`config.mk`:
```
export PLATFORM = sky130hd
export DESIGN_NAME = ascon_spi_regfile
export DESIGN_NICKNAME = d
export VERILOG_FILES = /design/src/rtl/ascon_spi_pkg.sv /design/src/rtl/ascon_spi_sync.sv /design/src/rtl/ascon_spi_regfile.sv
export SDC_FILE = /design/constraint.sdc
export NUM_CORES = 1
export LEC_CHECK = 0
export BUFFER_PORTS_ARGS = -buffer_cell sky130_fd_sc_hd__buf_2
export CAP_MARGIN = 20
export CORE_AREA = 2 2 282 284
export CTS_CLUSTER_DIAMETER = 60
export DETAILED_ROUTE_END_ITERATION = 12
export DIE_AREA = 0 0 284 286
export PLACE_DENSITY = 0.72
export SYNTH_ARGS = -nofsm -noshare
export SYNTH_HDL_FRONTEND = slang
export SYNTH_SLANG_ARGS = --single-unit
```
`constraint.sdc`:
```
create_clock -name clk -period 43.6 [get_ports clk]
set_input_delay 0 -clock clk [delete_from_list [all_inputs] [get_ports clk]]
set_output_delay 0 -clock clk [all_outputs]
set_load 0.1 [all_outputs]
```
`src/rtl/ascon_spi_pkg.sv`:
```
// Shared constants and types for the Ascon SPI register bank:
// address map, command byte layout, FSM states and status bit positions.
package ascon_spi_pkg;

    localparam logic [6:0] ADDR_CTRL       = 7'h10;
    localparam logic [6:0] ADDR_STATUS     = 7'h11;
    localparam logic [6:0] ADDR_STATE_BASE = 7'h20;
    localparam int         STATE_WORDS     = 5;

    localparam int CMD_WR_BIT   = 7;
    localparam int CMD_ADDR_MSB = 6;

    localparam int CTRL_START_BIT = 7;
    localparam int CTRL_MODE_W    = 3;

    localparam int STAT_BUSY = 0;
    localparam int STAT_DONE = 1;
    localparam int STAT_ERR  = 2;

    typedef enum logic [2:0] {
        ST_IDLE,
        ST_CMD,
        ST_WDATA,
        ST_RDATA,
        ST_SKIP
    } spi_state_t;

    function automatic logic is_state_addr(input logic [6:0] a);
        return (a >= ADDR_STATE_BASE) && (a < ADDR_STATE_BASE + 7'(STATE_WORDS));
    endfunction

endpackage

```
`src/rtl/ascon_spi_sync.sv`:
```
// Multi-stage synchronizer for one asynchronous SPI pin, followed by a
// single edge-detect flop that yields one-cycle rise/fall pulses.
module ascon_spi_sync #(
    parameter int STAGES    = 2,
    parameter bit RESET_VAL = 1'b0
) (
    input  logic clk,
    input  logic rst,
    input  logic d,
    output logic q,
    output logic rise,
    output logic fall
);

    logic [STAGES-1:0] chain;
    logic              prev;

    // Shift the raw pin through the synchronizer and remember the last settled level
    always_ff @(posedge clk or posedge rst) begin
        if (rst) begin
            chain <= {STAGES{RESET_VAL}};
            prev  <= RESET_VAL;
        end else begin
            chain <= {chain[STAGES-2:0], d};
            prev  <= chain[STAGES-1];
        end
    end

    assign q    = chain[STAGES-1];
    assign rise = q & ~prev;
    assign fall = ~q & prev;

endmodule

```
`src/rtl/ascon_spi_regfile.sv`:
```
// SPI subnode (mode 0, clk-domain oversampled) with data registers, a
// control/status pair and read-only access to the Ascon state words.
// Optional feature: define ASCON_SPI_BURST_EN to let a transaction run on
// into the next address of the same region after each completed word.
module ascon_spi_regfile
    import ascon_spi_pkg::*;
#(
    parameter int NUM_REGS    = 3,
    parameter int REG_W       = 128,
    parameter int SYNC_STAGES = 2
) (
    input  logic                      clk,
    input  logic                      rst,
    input  logic                      sck_i,
    input  logic                      csb_i,
    input  logic                      mosi_i,
    output logic                      miso_o,
    output logic                      miso_oe_o,
    output logic [NUM_REGS*REG_W-1:0] regs_o,
    output logic [2:0]                mode_o,
    output logic                      start_o,
    input  logic                      busy_i,
    input  logic                      done_i,
    input  logic [319:0]              state_i
);

`ifdef ASCON_SPI_BURST_EN
    localparam bit BURST_EN = 1'b1;
`else
    localparam bit BURST_EN = 1'b0;
`endif

    localparam int DATA_W = (REG_W > 64) ? REG_W : 64;
    localparam int CNT_W  = $clog2(DATA_W) + 1;

    logic sck_q, sck_rise, sck_fall;
    logic csb_q, csb_rise, csb_fall;
    logic mosi_q, mosi_rise, mosi_fall;

    ascon_spi_sync #(.STAGES(SYNC_STAGES), .RESET_VAL(1'b0)) u_sync_sck (
        .clk(clk), .rst(rst), .d(sck_i), .q(sck_q), .rise(sck_rise), .fall(sck_fall)
    );
    ascon_spi_sync #(.STAGES(SYNC_STAGES), .RESET_VAL(1'b1)) u_sync_csb (
        .clk(clk), .rst(rst), .d(csb_i), .q(csb_q), .rise(csb_rise), .fall(csb_fall)
    );
    ascon_spi_sync #(.STAGES(SYNC_STAGES), .RESET_VAL(1'b0)) u_sync_mosi (
        .clk(clk), .rst(rst), .d(mosi_i), .q(mosi_q), .rise(mosi_rise), .fall(mosi_fall)
    );

    spi_state_t        state, state_next;
    logic [CNT_W-1:0]  bit_cnt, word_len;
    logic [REG_W-1:0]  shadow, shadow_in;
    logic [DATA_W-1:0] tx_sreg, rd_word;
    logic [6:0]        addr, addr_inc, cmd_addr, rd_addr;
    logic              cmd_wr, cmd_done, word_done, snap_en, miso_q;
    logic [REG_W-1:0]  regs [NUM_REGS];
    logic [2:0]        mode_q;
    logic              start_q, done_sticky, err;
    logic [7:0]        status_byte;
    logic              unused_sigs;

    function automatic logic is_data_addr(input logic [6:0] a);
        return a < 7'(NUM_REGS);
    endfunction

    function automatic logic is_readable(input logic [6:0] a);
        return is_data_addr(a) || (a == ADDR_CTRL) || (a == ADDR_STATUS) || is_state_addr(a);
    endfunction

    function automatic logic is_writable(input logic [6:0] a);
        return is_data_addr(a) || (a == ADDR_CTRL);
    endfunction

    function automatic logic [CNT_W-1:0] addr_len(input logic [6:0] a);
        if (is_data_addr(a))  return CNT_W'(REG_W);
        if (is_state_addr(a)) return CNT_W'(64);
        return CNT_W'(8);
    endfunction

    assign shadow_in = {shadow[REG_W-2:0], mosi_q};
    assign cmd_wr    = shadow_in[CMD_WR_BIT];
    assign cmd_addr  = shadow_in[CMD_ADDR_MSB:0];
    assign cmd_done  = (state == ST_CMD) && sck_rise && (bit_cnt == CNT_W'(7));
    assign word_done = sck_rise && (bit_cnt == word_len - CNT_W'(1));
    assign addr_inc  = addr + 7'd1;
    assign rd_addr   = (state == ST_CMD) ? cmd_addr : addr_inc;
    assign snap_en   = (state_next == ST_RDATA) && (cmd_done || ((state == ST_RDATA) && word_done));
    assign unused_sigs = ^{sck_q, csb_rise, mosi_rise, mosi_fall, shadow[REG_W-1]};

    // Next-state logic: CSB high always wins, otherwise advance on command/word boundaries
    always_comb begin
        state_next = state;
        if (csb_q) begin
            state_next = ST_IDLE;
        end else begin
            case (state)
                ST_IDLE:  if (csb_fall) state_next = ST_CMD;
                ST_CMD: begin
                    if (cmd_done) begin
                        if (cmd_wr) state_next = is_writable(cmd_addr) ? ST_WDATA : ST_SKIP;
                        else        state_next = is_readable(cmd_addr) ? ST_RDATA : ST_SKIP;
                    end
                end
                ST_WDATA: begin
                    if (word_done)
                        state_next = (BURST_EN && is_data_addr(addr) && is_data_addr(addr_inc))
                                     ? ST_WDATA : ST_SKIP;
                end
                ST_RDATA: begin
                    if (word_done)
                        state_next = (BURST_EN &&
                                      ((is_data_addr(addr) && is_data_addr(addr_inc)) ||
                                       (is_state_addr(addr) && is_state_addr(addr_inc))))
                                     ? ST_RDATA : ST_SKIP;
                end
                default:  state_next = state;
            endcase
        end
    end

    // Readable value for the address being snapshotted, left-aligned in the shift register
    always_comb begin
        status_byte            = '0;
        status_byte[STAT_BUSY] = busy_i;
        status_byte[STAT_DONE] = done_sticky;
        status_byte[STAT_ERR]  = err;
        rd_word = '0;
        for (int k = 0; k < NUM_REGS; k++) begin
            if (rd_addr == 7'(k)) rd_word[DATA_W-1 -: REG_W] = regs[k];
        end
        if (rd_addr == ADDR_CTRL)   rd_word[DATA_W-1 -: 8] = {5'b0, mode_q};
        if (rd_addr == ADDR_STATUS) rd_word[DATA_W-1 -: 8] = status_byte;
        for (int i = 0; i < STATE_WORDS; i++) begin
            if (rd_addr == ADDR_STATE_BASE + 7'(i)) rd_word[DATA_W-1 -: 64] = state_i[i*64 +: 64];
        end
    end

    // FSM state register
    always_ff @(posedge clk or posedge rst) begin
        if (rst) state <= ST_IDLE;
        else     state <= state_next;
    end

    // Datapath: bit counting, shifting, commits, read snapshots and sticky status
    always_ff @(posedge clk or posedge rst) begin
        if (rst) begin
            bit_cnt     <= '0;
            word_len    <= CNT_W'(8);
            shadow      <= '0;
            tx_sreg     <= '0;
            miso_q      <= 1'b0;
            addr        <= '0;
            mode_q      <= '0;
            start_q     <= 1'b0;
            done_sticky <= 1'b0;
            err         <= 1'b0;
            for (int k = 0; k < NUM_REGS; k++) regs[k] <= '0;
        end else begin
            start_q <= 1'b0;

            if (state != state_next)
                bit_cnt <= '0;
            else if (sck_rise && (state == ST_CMD))
                bit_cnt <= bit_cnt + CNT_W'(1);
            else if (sck_rise && ((state == ST_WDATA) || (state == ST_RDATA)))
                bit_cnt <= word_done ? '0 : bit_cnt + CNT_W'(1);

            if (sck_rise && ((state == ST_CMD) || (state == ST_WDATA)))
                shadow <= shadow_in;

            if (cmd_done) begin
                addr     <= cmd_addr;
                word_len <= addr_len(cmd_addr);
            end

            if ((state == ST_WDATA) && word_done) begin
                for (int k = 0; k < NUM_REGS; k++) begin
                    if (addr == 7'(k)) regs[k] <= shadow_in;
                end
                if (addr == ADDR_CTRL) begin
                    mode_q <= shadow_in[CTRL_MODE_W-1:0];
                    if (shadow_in[CTRL_START_BIT]) begin
                        if (busy_i) err     <= 1'b1;
                        else        start_q <= 1'b1;
                    end
                end
                if (BURST_EN) addr <= addr_inc;
            end

            if ((state == ST_RDATA) && word_done && BURST_EN)
                addr <= addr_inc;

            if (snap_en) begin
                tx_sreg <= rd_word;
                miso_q  <= rd_word[DATA_W-1];
                if (rd_addr == ADDR_STATUS) begin
                    done_sticky <= 1'b0;
                    err         <= 1'b0;
                end
            end else if ((state == ST_RDATA) && sck_fall && (bit_cnt != '0)) begin
                tx_sreg <= tx_sreg << 1;
                miso_q  <= tx_sreg[DATA_W-2];
            end else if (state_next != ST_RDATA) begin
                miso_q <= 1'b0;
            end

            if (done_i) done_sticky <= 1'b1;
        end
    end

    for (genvar g = 0; g < NUM_REGS; g++) begin : g_regs_out
        assign regs_o[g*REG_W +: REG_W] = regs[g];
    end

    assign mode_o    = mode_q;
    assign start_o   = start_q;
    assign miso_o    = (state == ST_RDATA) ? miso_q : 1'b0;
    assign miso_oe_o = ~csb_q;

endmodule

```
==> impl_results.md, run 1 <==
* Period utilization at 0.1157
* CTS tree: yes
* Result of the run: finished, final reports clean
* Crit-path cells: or3_1, or4_1, nor2_1, nand2_1, a21oi_4, buf_4, o21ai_0, o22ai_1, dlygate4sd3_1
* Synth warn at 0
* Levels on crit path at 9
* CP Class: reg -> reg
* Crit-path max cell delay at between 0.8 and 0.9 ns
* Row count at 103
* Worst Hold Class: in -> reg
* CTS H-tree depth at 3
* Worst Skew at around 0.05 ns
* Crit path max-delay family: simple AND/OR/NAND/NOR gates
* Maxcap violations at 0
* Routed len/inst at 24.70 um
* CP bufs+invs at 2
* Clock-pin slew on the worst setup and hold paths at approximately 0.06 ns
* Layout fillers at a little under 7000
* VDD IR-drop max at between 30 and 40 uV
* Antenna violation net count after detailed routing at 0
* Boundary Pins at 717
* Mapped cell area at 31740 um2
* Gpl congestion at ~0.92
* Critical path arrival at 5.59 ns
* Hold-critical path depth at 5
* Pwr/cell area at around 36 nW/um2
* Initial Util at 0.4051
* Pins over their slew limit at 0
* PortBufs at 716
* Normalized max-slew margin at 0.2790
* Post-Synthesis Cells at about 2600
* Layout cells sized above 1 at 0.4442
* Die H at between 200 and 300 um
* Total gr overflow at 0
* Setup Viol. Count Final at 0
* Synthesis-to-layout area growth at 26.16%
* Sequential share of the synthesized area at 0.5315
* TritonCTS Buffers at 76
* Max clock buf depth at 3
* Initial antenna violation count at 12
* Worst skew pair latency at 0.65 ns
* Root Driver: clkbuf_16
* Setup TNS at 0 ns
* Post-route DRC at 0
* FMAX at 0.1982 GHz
* Library cells used by synthesis at slightly above 80
* #FFs+latches synth at slightly below 700
* Post-Route WL at between 100000 and 150000 um
* Die area at 81220 um2
* Leakage at ~20 nW
* DIE WIDTH at about 280 um
* Final net count at around 3700
* Worst Tran Pin Value at between 1 and 1.5 ns
* Largest net degree at the start of global routing at between 100 and 150
* Async S/R FF share, synth at 1.000
* DP Wirelength at 74300 um
* Area of the core at about 80000 um2
* Global-route wire length before repair at 164500 um
* R2R depth at 9
* Worst Path Required at roughly 44 ns
* Syn Nets at 2898
* Vias at roughly 26000
* Pre-CTS setup slack at between 30 and 40 ns
* Crit. End Element: flop
* Number of synthesized flops with an enable pin at 0
* Post-synth top flop: dfrtp_1
* Num Clock Sinks at ~670
* Overall routing resource usage at 0.2623
* Iteration-0 DRC Markers at between 2000 and 2500
* Syn Area/Cell at between 10 and 15 um2
* TritonRoute pass-1 iters at 8
* Setup bufs post-CTS at 0
* Vias in the first global route at 25907
* Final WS setup at a little under 40 ns
* Final Hold Fails at 0
* Worst Path Max Fanout at roughly 110
* Crit start category: flop
* Tmin final at between 5 and 6 ns
* Slowest CP cell: buf_4
* RSZ-0062 raised after global routing: false
* Avg Vias per Cell at 5.860
* CTS resizes at 0
## synthesized netlist by cell type, types with 5 or more instances
library cell | n | share of area
a22o_1 | 113 | 0.031
a21oi_1 | 25 | 0.0039
nor3_1 | 71 | 0.011
mux2i_1 | 67 | 0.021
nand2b_1 | 7 | 0.0014
inv_1 | 16 | 0.0019
a222oi_1 | 69 | 0.022
nand2_1 | 117 | 0.014
a31oi_1 | 5 | 0.00099
mux2_2 | 579 | 0.21
a21o_1 | 6 | 0.0014
and2_1 | 7 | 0.0014
nand3_1 | 12 | 0.0019
buf_2 | 83 | 0.013
o22ai_1 | 64 | 0.013
nor3b_1 | 5 | 0.0012
nor2_1 | 78 | 0.0092
buf_4 | 41 | 0.0097
ha_1 | 7 | 0.0028
a211oi_1 | 7 | 0.0017
o21ai_0 | 200 | 0.032
nor2b_1 | 5 | 0.00099
dfrtp_1 | 670 | 0.53
a22oi_1 | 118 | 0.028
clkbuf_1 | 88 | 0.010
## per-stage QoR
step	hold slack [ns]	instance area (um2)	total power, mW	util	cells
after floorplan	0.004478	31740	0.7254	-	2564
after global routing	0.02757	40040	1.495	0.5110	4441
final	0.02039	40050	1.449	0.5111	4444
after CTS	0.004349	39980	1.458	0.5102	4429
after detailed placement	0.1115	35990	0.7809	0.4593	4158
after global placement	0.1095	35990	0.7799	0.4593	4158
## per-layer routing
layer | share of wire | track usage
met4 | 0.045 | 0.1146
met5 | 0.000073 | 0
met3 | 0.086 | 0.06100
met1 | 0.40 | 0.3402
met2 | 0.47 | 0.4217
## layout by cell type, fill, tap and decap left out, types with 16 or more instances in the layout
cell,synthesis,final
a21oi_1,25,25
a222oi_1,69,69
a22o_1,113,113
a22oi_1,118,118
buf_2,83,716
buf_4,41,45
clkbuf_1,88,16
clkbuf_16,0,76
dfrtp_1,670,670
dlygate4sd3_1,0,138
mux2_2,579,578
mux2i_1,67,66
nand2_1,117,115
nor2_1,78,78
nor3_1,71,71
o21ai_0,200,200
o22ai_1,64,64
## tightest hold or removal path, delay by kind of cell
kind | cells | cell delay [ns]
buffers and inverters | 1 | 0.08
AOI/OAI and AO/OA | 2 | 0.28
and+or+nand+nor | 2 | 0.23
## area by class of cell
class	instances	area, um2	area share
sequential	674	16870	0.4213
multi-input combinational	1657	13820	0.3450
timing repair buffer	900	5330	0.1331
clock buffer	104	2127	0.05311
tap	1050	1314	0.03280
clock inverter	30	490.5	0.01225
inverter	16	67.56	0.001687
antenna	13	32.53	0.0008123
## worst paths after layout
path	slack (ns)	to	start
worst max-delay path	38.55	tx_sreg[86]$_DFFE_PP0P_	bit_cnt[3]$_DFFE_PP0P_
worst min-delay path	0.02	tx_sreg[118]$_DFFE_PP0P_	state_i[182]
worst max register to register	38.55	tx_sreg[86]$_DFFE_PP0P_	bit_cnt[3]$_DFFE_PP0P_
worst min register to register	0.37	u_sync_mosi.chain[1]$_DFF_PP0_	u_sync_mosi.chain[0]$_DFF_PP0_
max in group asynchronous	39.80	shadow[15]$_DFFE_PP0P_	rst
min in group asynchronous	0.10	tx_sreg[81]$_DFFE_PP0P_	rst
## report_power, final
part / leakage [nW] / switching (mW) / internal (mW)
Sequential: 9.07 / 0.00769 / 0.629
Clock: 1.27 / 0.274 / 0.395
Combinational: 9.62 / 0.0995 / 0.0437
## flip-flops by register name (all words and copies together), names as in the netlist
name,cells
regs_o,384
shadow,127
tx_sreg,127
bit_cnt,8
addr,7
mode_o,3
state,3
word_len,3
u_sync_csb.chain,2
u_sync_mosi.chain,2
u_sync_sck.chain,2
done_sticky,1
err,1
miso_q,1
start_o,1
u_sync_csb.prev,1
u_sync_sck.prev,1
## kinds of logic after synthesis
group,Yosys count,share of synthesized area
mux,648,0.2274
xor+xnor,6,0.002128
flops,674,0.5315
buf+inv,233,0.03638
compound gates,654,0.1477
simple gates,342,0.05211
fa+ha+maj,7,0.002759
## what timing repair did
action | CTS | global route
endpoints found under the hold margin | 190 | 1
endpoints found under the setup margin | 0 | 0
hold buffers | 137 | 1
Note: power is estimated with default switching activity, not from simulation.
==> run 2: changes to the inputs <==
- ABC_AREA: default -> 1
- CORE_AREA: 2 2 282 284 -> 2 2 281 283
- DIE_AREA: 0 0 284 286 -> 0 0 283 285
- PLACE_DENSITY: 0.72 -> 0.75
- clock period: 43.6 -> 4.3 ns (I/O delays scaled with it)
==> run 2 against run 1 <==
Clock-buffer cell count rose by 5. Total power grew to 9.6 times the previous value. Sequential power rose to 10 times the previous value. Sequential cell count did not move. Register-to-register slack got worse by 38 ns. Worst hold slack improved by 0.0049 ns. Worst setup slack lost 38 ns. Final cell count increased by 34%. Combinational power grew to 5.0 times the previous value. Routed wire length increased by 9.9%. Design area is 2.3% higher. Global-route usage rose by 3.0 points.
==> impl_results.md, run 2 <==
* Setup bufs post-CTS at 0 (unchanged)
* Syn Area/Cell at 7.955 um2 (-36%)
* Boundary Pins at 717 (unchanged)
* Tmin final at 4.078 ns (-0.9682 ns)
* Gpl congestion at 1.045 (+13%)
* Total gr overflow at 0 (unchanged)
* Final Hold Fails at 0 (unchanged)
* Worst Path Max Fanout at 76 (-29%)
* Worst Hold Class: in -> reg
* Normalized max-slew margin at 0.2638 (-0.01519)
* Met2 Use GR at 0.4710 (+0.04926)
* Library cells used by synthesis at 42 (-49%)
* Worst Tran Pin Value at 1.104 ns (+0.02279 ns)
* Sequential share of power at 0.458 (+0.019)
* Most frequent CP cell: nand2_1
* Antenna violation net count after detailed routing at 0 (unchanged)
* Simple logic cell fraction of the synthesized area at 0.2672 (+0.2151)
* Die area at 80660 um2 (-0.70%)
* Top Usage Layer GRT: met2
* CP Class: reg -> reg
* Avg Vias per Cell at 5.243 (-11%)
* Synthesis-to-layout area growth at 27.28%
* Post-Route WL at 120700 um (+9.9%)
* Iteration-0 DRC Markers at 3092 (+33%)
* Sequential share of the synthesized area at 0.5241 (-0.007395)
* Mapped cell area at 32190 um2 (+1.4%)
* Pins over their slew limit at 0 (unchanged)
* Layout Cells excl Fill at 5952 (+34%)
* Mux share of post-synthesis cell area at 0 (-0.2274)
* Initial Util at 0.4129 (+0.007754)
* Global-route wire length before repair at 183200 um (+11%)
* Compound-cell area share of the yosys netlist at 0.1229 (-0.02483)
* Num Clock Sinks at 674 (unchanged)
* VDD IR-drop max at 327.0 uV (+950%)
* Async S/R FF share, synth at 1.000 (unchanged)
* Worst Path Required at 4.87 ns (-39.27 ns)
* Max FFs per register at 384 (unchanged)
* Highest-count cells in the layout ignoring fill and taps: nand2_1, buf_2, dfrtp_1, o21ai_0, inv_1
* CTS H-tree depth at 3 (unchanged)
* Initial antenna violation count at 21 (+9)
* Register Area at 16870 um2 (unchanged)
* DP Wirelength at 86160 um (+16%)
* Synth warn at 0 (unchanged)
* Net switching power at 3.330 mW (+770%)
* FMAX at 0.2452 GHz (+24%)
* Sw frac at 0.2391 (-0.02394)
* TritonRoute pass-1 iters at 8 (unchanged)
* Crit-path cells: nor2_2, nand2_2, clkinv_2, nand2_1, nand3_2, nor2_2, nand2_1, inv_6, buf_16, nand2_1, nand4_1, o21ai_0, nand4_1, dlygate4sd3_1, nand2_1, dlygate4sd3_1, nand2_1
* RSZ-0062 raised after global routing: true
* Clock-pin slew on the worst setup and hold paths at 0.06 ns (about the same)
* Grt met3 use at 0.05792 (-0.003085)
* Maxcap violations at 0 (unchanged)
* Post-synth top flop: dfrtp_1
* Syn Nets at 4381 (+51%)
* CTS tree: yes
* Final net count at 5160 (+41%)
* Commonest non-fill, non-tap cell in the layout: nand2_1
* Root Driver: clkbuf_16
* Setup Viol. Count Final at 0 (unchanged)
* Internal Power at 10.60 mW (+890%)
* Post-Synthesis Cells at 4047 (+58%)
* Placed cell areas at 36390 um2 (+1.1%)
* Number of synthesized flops with an enable pin at 0 (unchanged)
* Comb power frac at 0.052 (-0.047)
* Area of the core at 77970 um2 (-0.49%)
* TritonCTS Buffers at 77 (+1.3%)
* Routed len/inst at 20.27 um (-18%)
* Crit start category: flop
* Top-count cell post-synth: nand2_1
* Pwr/cell area at 339.9 nW/um2 (+840%)
* Post-layout utilization of the core at 0.5255 (+0.01439)
* Critical path arrival at 4.64 ns (-0.95 ns)
* Vias in the first global route at 30031 (+16%)
* CP bufs+invs at 5 (+3)
* Dpl cells at 5615 (+35%)
* Worst Skew at 0.04299 ns (-0.007177 ns)
* Crit. End Element: flop
* Largest cells by area after synthesis: dfrtp_1, nand2_1, o21ai_0
* DIE WIDTH at 283 um (-0.35%)
* PortBufs at 716 (unchanged)
* Area of the multi-input gates at 12740 um2 (-7.8%)
* Main combinational cell family by area after synthesis: simple AND/OR/NAND/NOR gates
* Max clock buf depth at 3 (unchanged)
* Synth Area in Adders at 0.002721 (-0.00003839)
* Result of the run: finished, final reports clean
* Vias at 31204 (+20%)
* Final instance area at 40970 um2 (+2.3%)
* Top post-synthesis cells by count: nand2_1, dfrtp_1, o21ai_0, inv_1, nor2_1
* Post-route DRC at 0 (unchanged)
* Clock network fraction of design power at 0.490 (+0.028)
* Leakage at 20.47 nW (+2.5%)
* Met1 GRT Util at 0.3774 (+0.03719)
* Crit path max-delay family: buffers and inverters
* Slowest CP cell: dlygate4sd3_1
* Largest net degree at the start of global routing at 149 (+20%)
* Period utilization at 0.9484 (+0.8327)
* Worst skew pair latency at 0.63 ns (-0.02 ns)
* Crit-path max cell delay at 0.55 ns (-0.30 ns)
* Layout fillers at 7299 (+4.8%)
* #FFs+latches synth at 674 (unchanged)
* Overall routing resource usage at 0.2925 (+0.03015)
* Synth area leader: dfrtp_1
* Row count at 103 (unchanged)
* Layout cells sized above 1 at 0.2171 (-0.2272)
* Post-synthesis xor/xnor area fraction at 0.001360 (-0.0007681)
* Yosys top cell area share at 0.5208 (-0.007349)
* Die H at 285 um (-0.35%)
run 2: final timing paths:
check | from | to | slack, ns | cells after the start
worst max-delay path | state[2]$_DFF_PP0_ | tx_sreg[75]$_DFFE_PP0P_ | 0.22 | 17
worst min-delay path | csb_i | u_sync_csb.chain[0]$_DFF_PP1_ | 0.03 | 2
worst max register to register | state[2]$_DFF_PP0_ | tx_sreg[75]$_DFFE_PP0P_ | 0.22 | 17
worst min register to register | u_sync_sck.chain[0]$_DFF_PP0_ | u_sync_sck.chain[1]$_DFF_PP0_ | 0.35 | 0
max in group asynchronous | rst | regs_o[91]$_DFFE_PP0P_ | 2.81 | 5
min in group asynchronous | rst | regs_o[365]$_DFFE_PP0P_ | 0.14 | 3
run 2: repair_timing:
item | CTS | global route
hold buffers | 182 | 0
gates resized for setup | 0 | 17
hold endpoints to repair | 100 | 0
endpoints found under the setup margin | 0 | 41
run 2: cells by family after synthesis:
kind of cell,after synthesis
AO/OA/AOI/OAI,741
adder cells (fa/ha/maj),7
flip-flops,674
buffers and inverters,569
AND/OR/NAND/NOR,2051
XOR/XNOR,5
run 2: routing by layer:
layer | vias up | share of wire
li1 | 14597 | -
met3 | 285 | 0.081
met1 | 14868 | 0.40
met4 | 10 | 0.055
met5 | - | 0.00064
met2 | 1444 | 0.46
run 2: area by class of cell:
cell class / count / area share
clock buffer: 109 / 0.05362
clock inverter: 32 / 0.01151
multi-input combinational: 2804 / 0.3109
sequential: 674 / 0.4118
tap: 1050 / 0.03206
inverter: 314 / 0.02983
timing repair buffer: 955 / 0.1494
antenna: 14 / 0.0008550
run 2: per-stage QoR:
stage	TNS (ns)	worst slack (ns)	power (mW)	hold slack, ns
after floorplan	-3302.30	-4.915	6.801	0.004478
after global placement	0	0.9482	7.146	0.1116
after detailed placement	0	0.8955	7.146	0.1121
after CTS	0	0.04182	14.01	0.01211
after global routing	-0.01433	-0.01433	14.35	0.02027
final	0	0.2219	13.93	0.02526
run 2: power by group through the flow:
stage	clock network, mW	registers [mW]	logic [mW]
floorplan	0	6.50	0.302
global placement	0	6.50	0.650
detailed placement	0	6.50	0.650
CTS	6.92	6.38	0.714
global route	7.19	6.38	0.783
finish	6.83	6.38	0.721
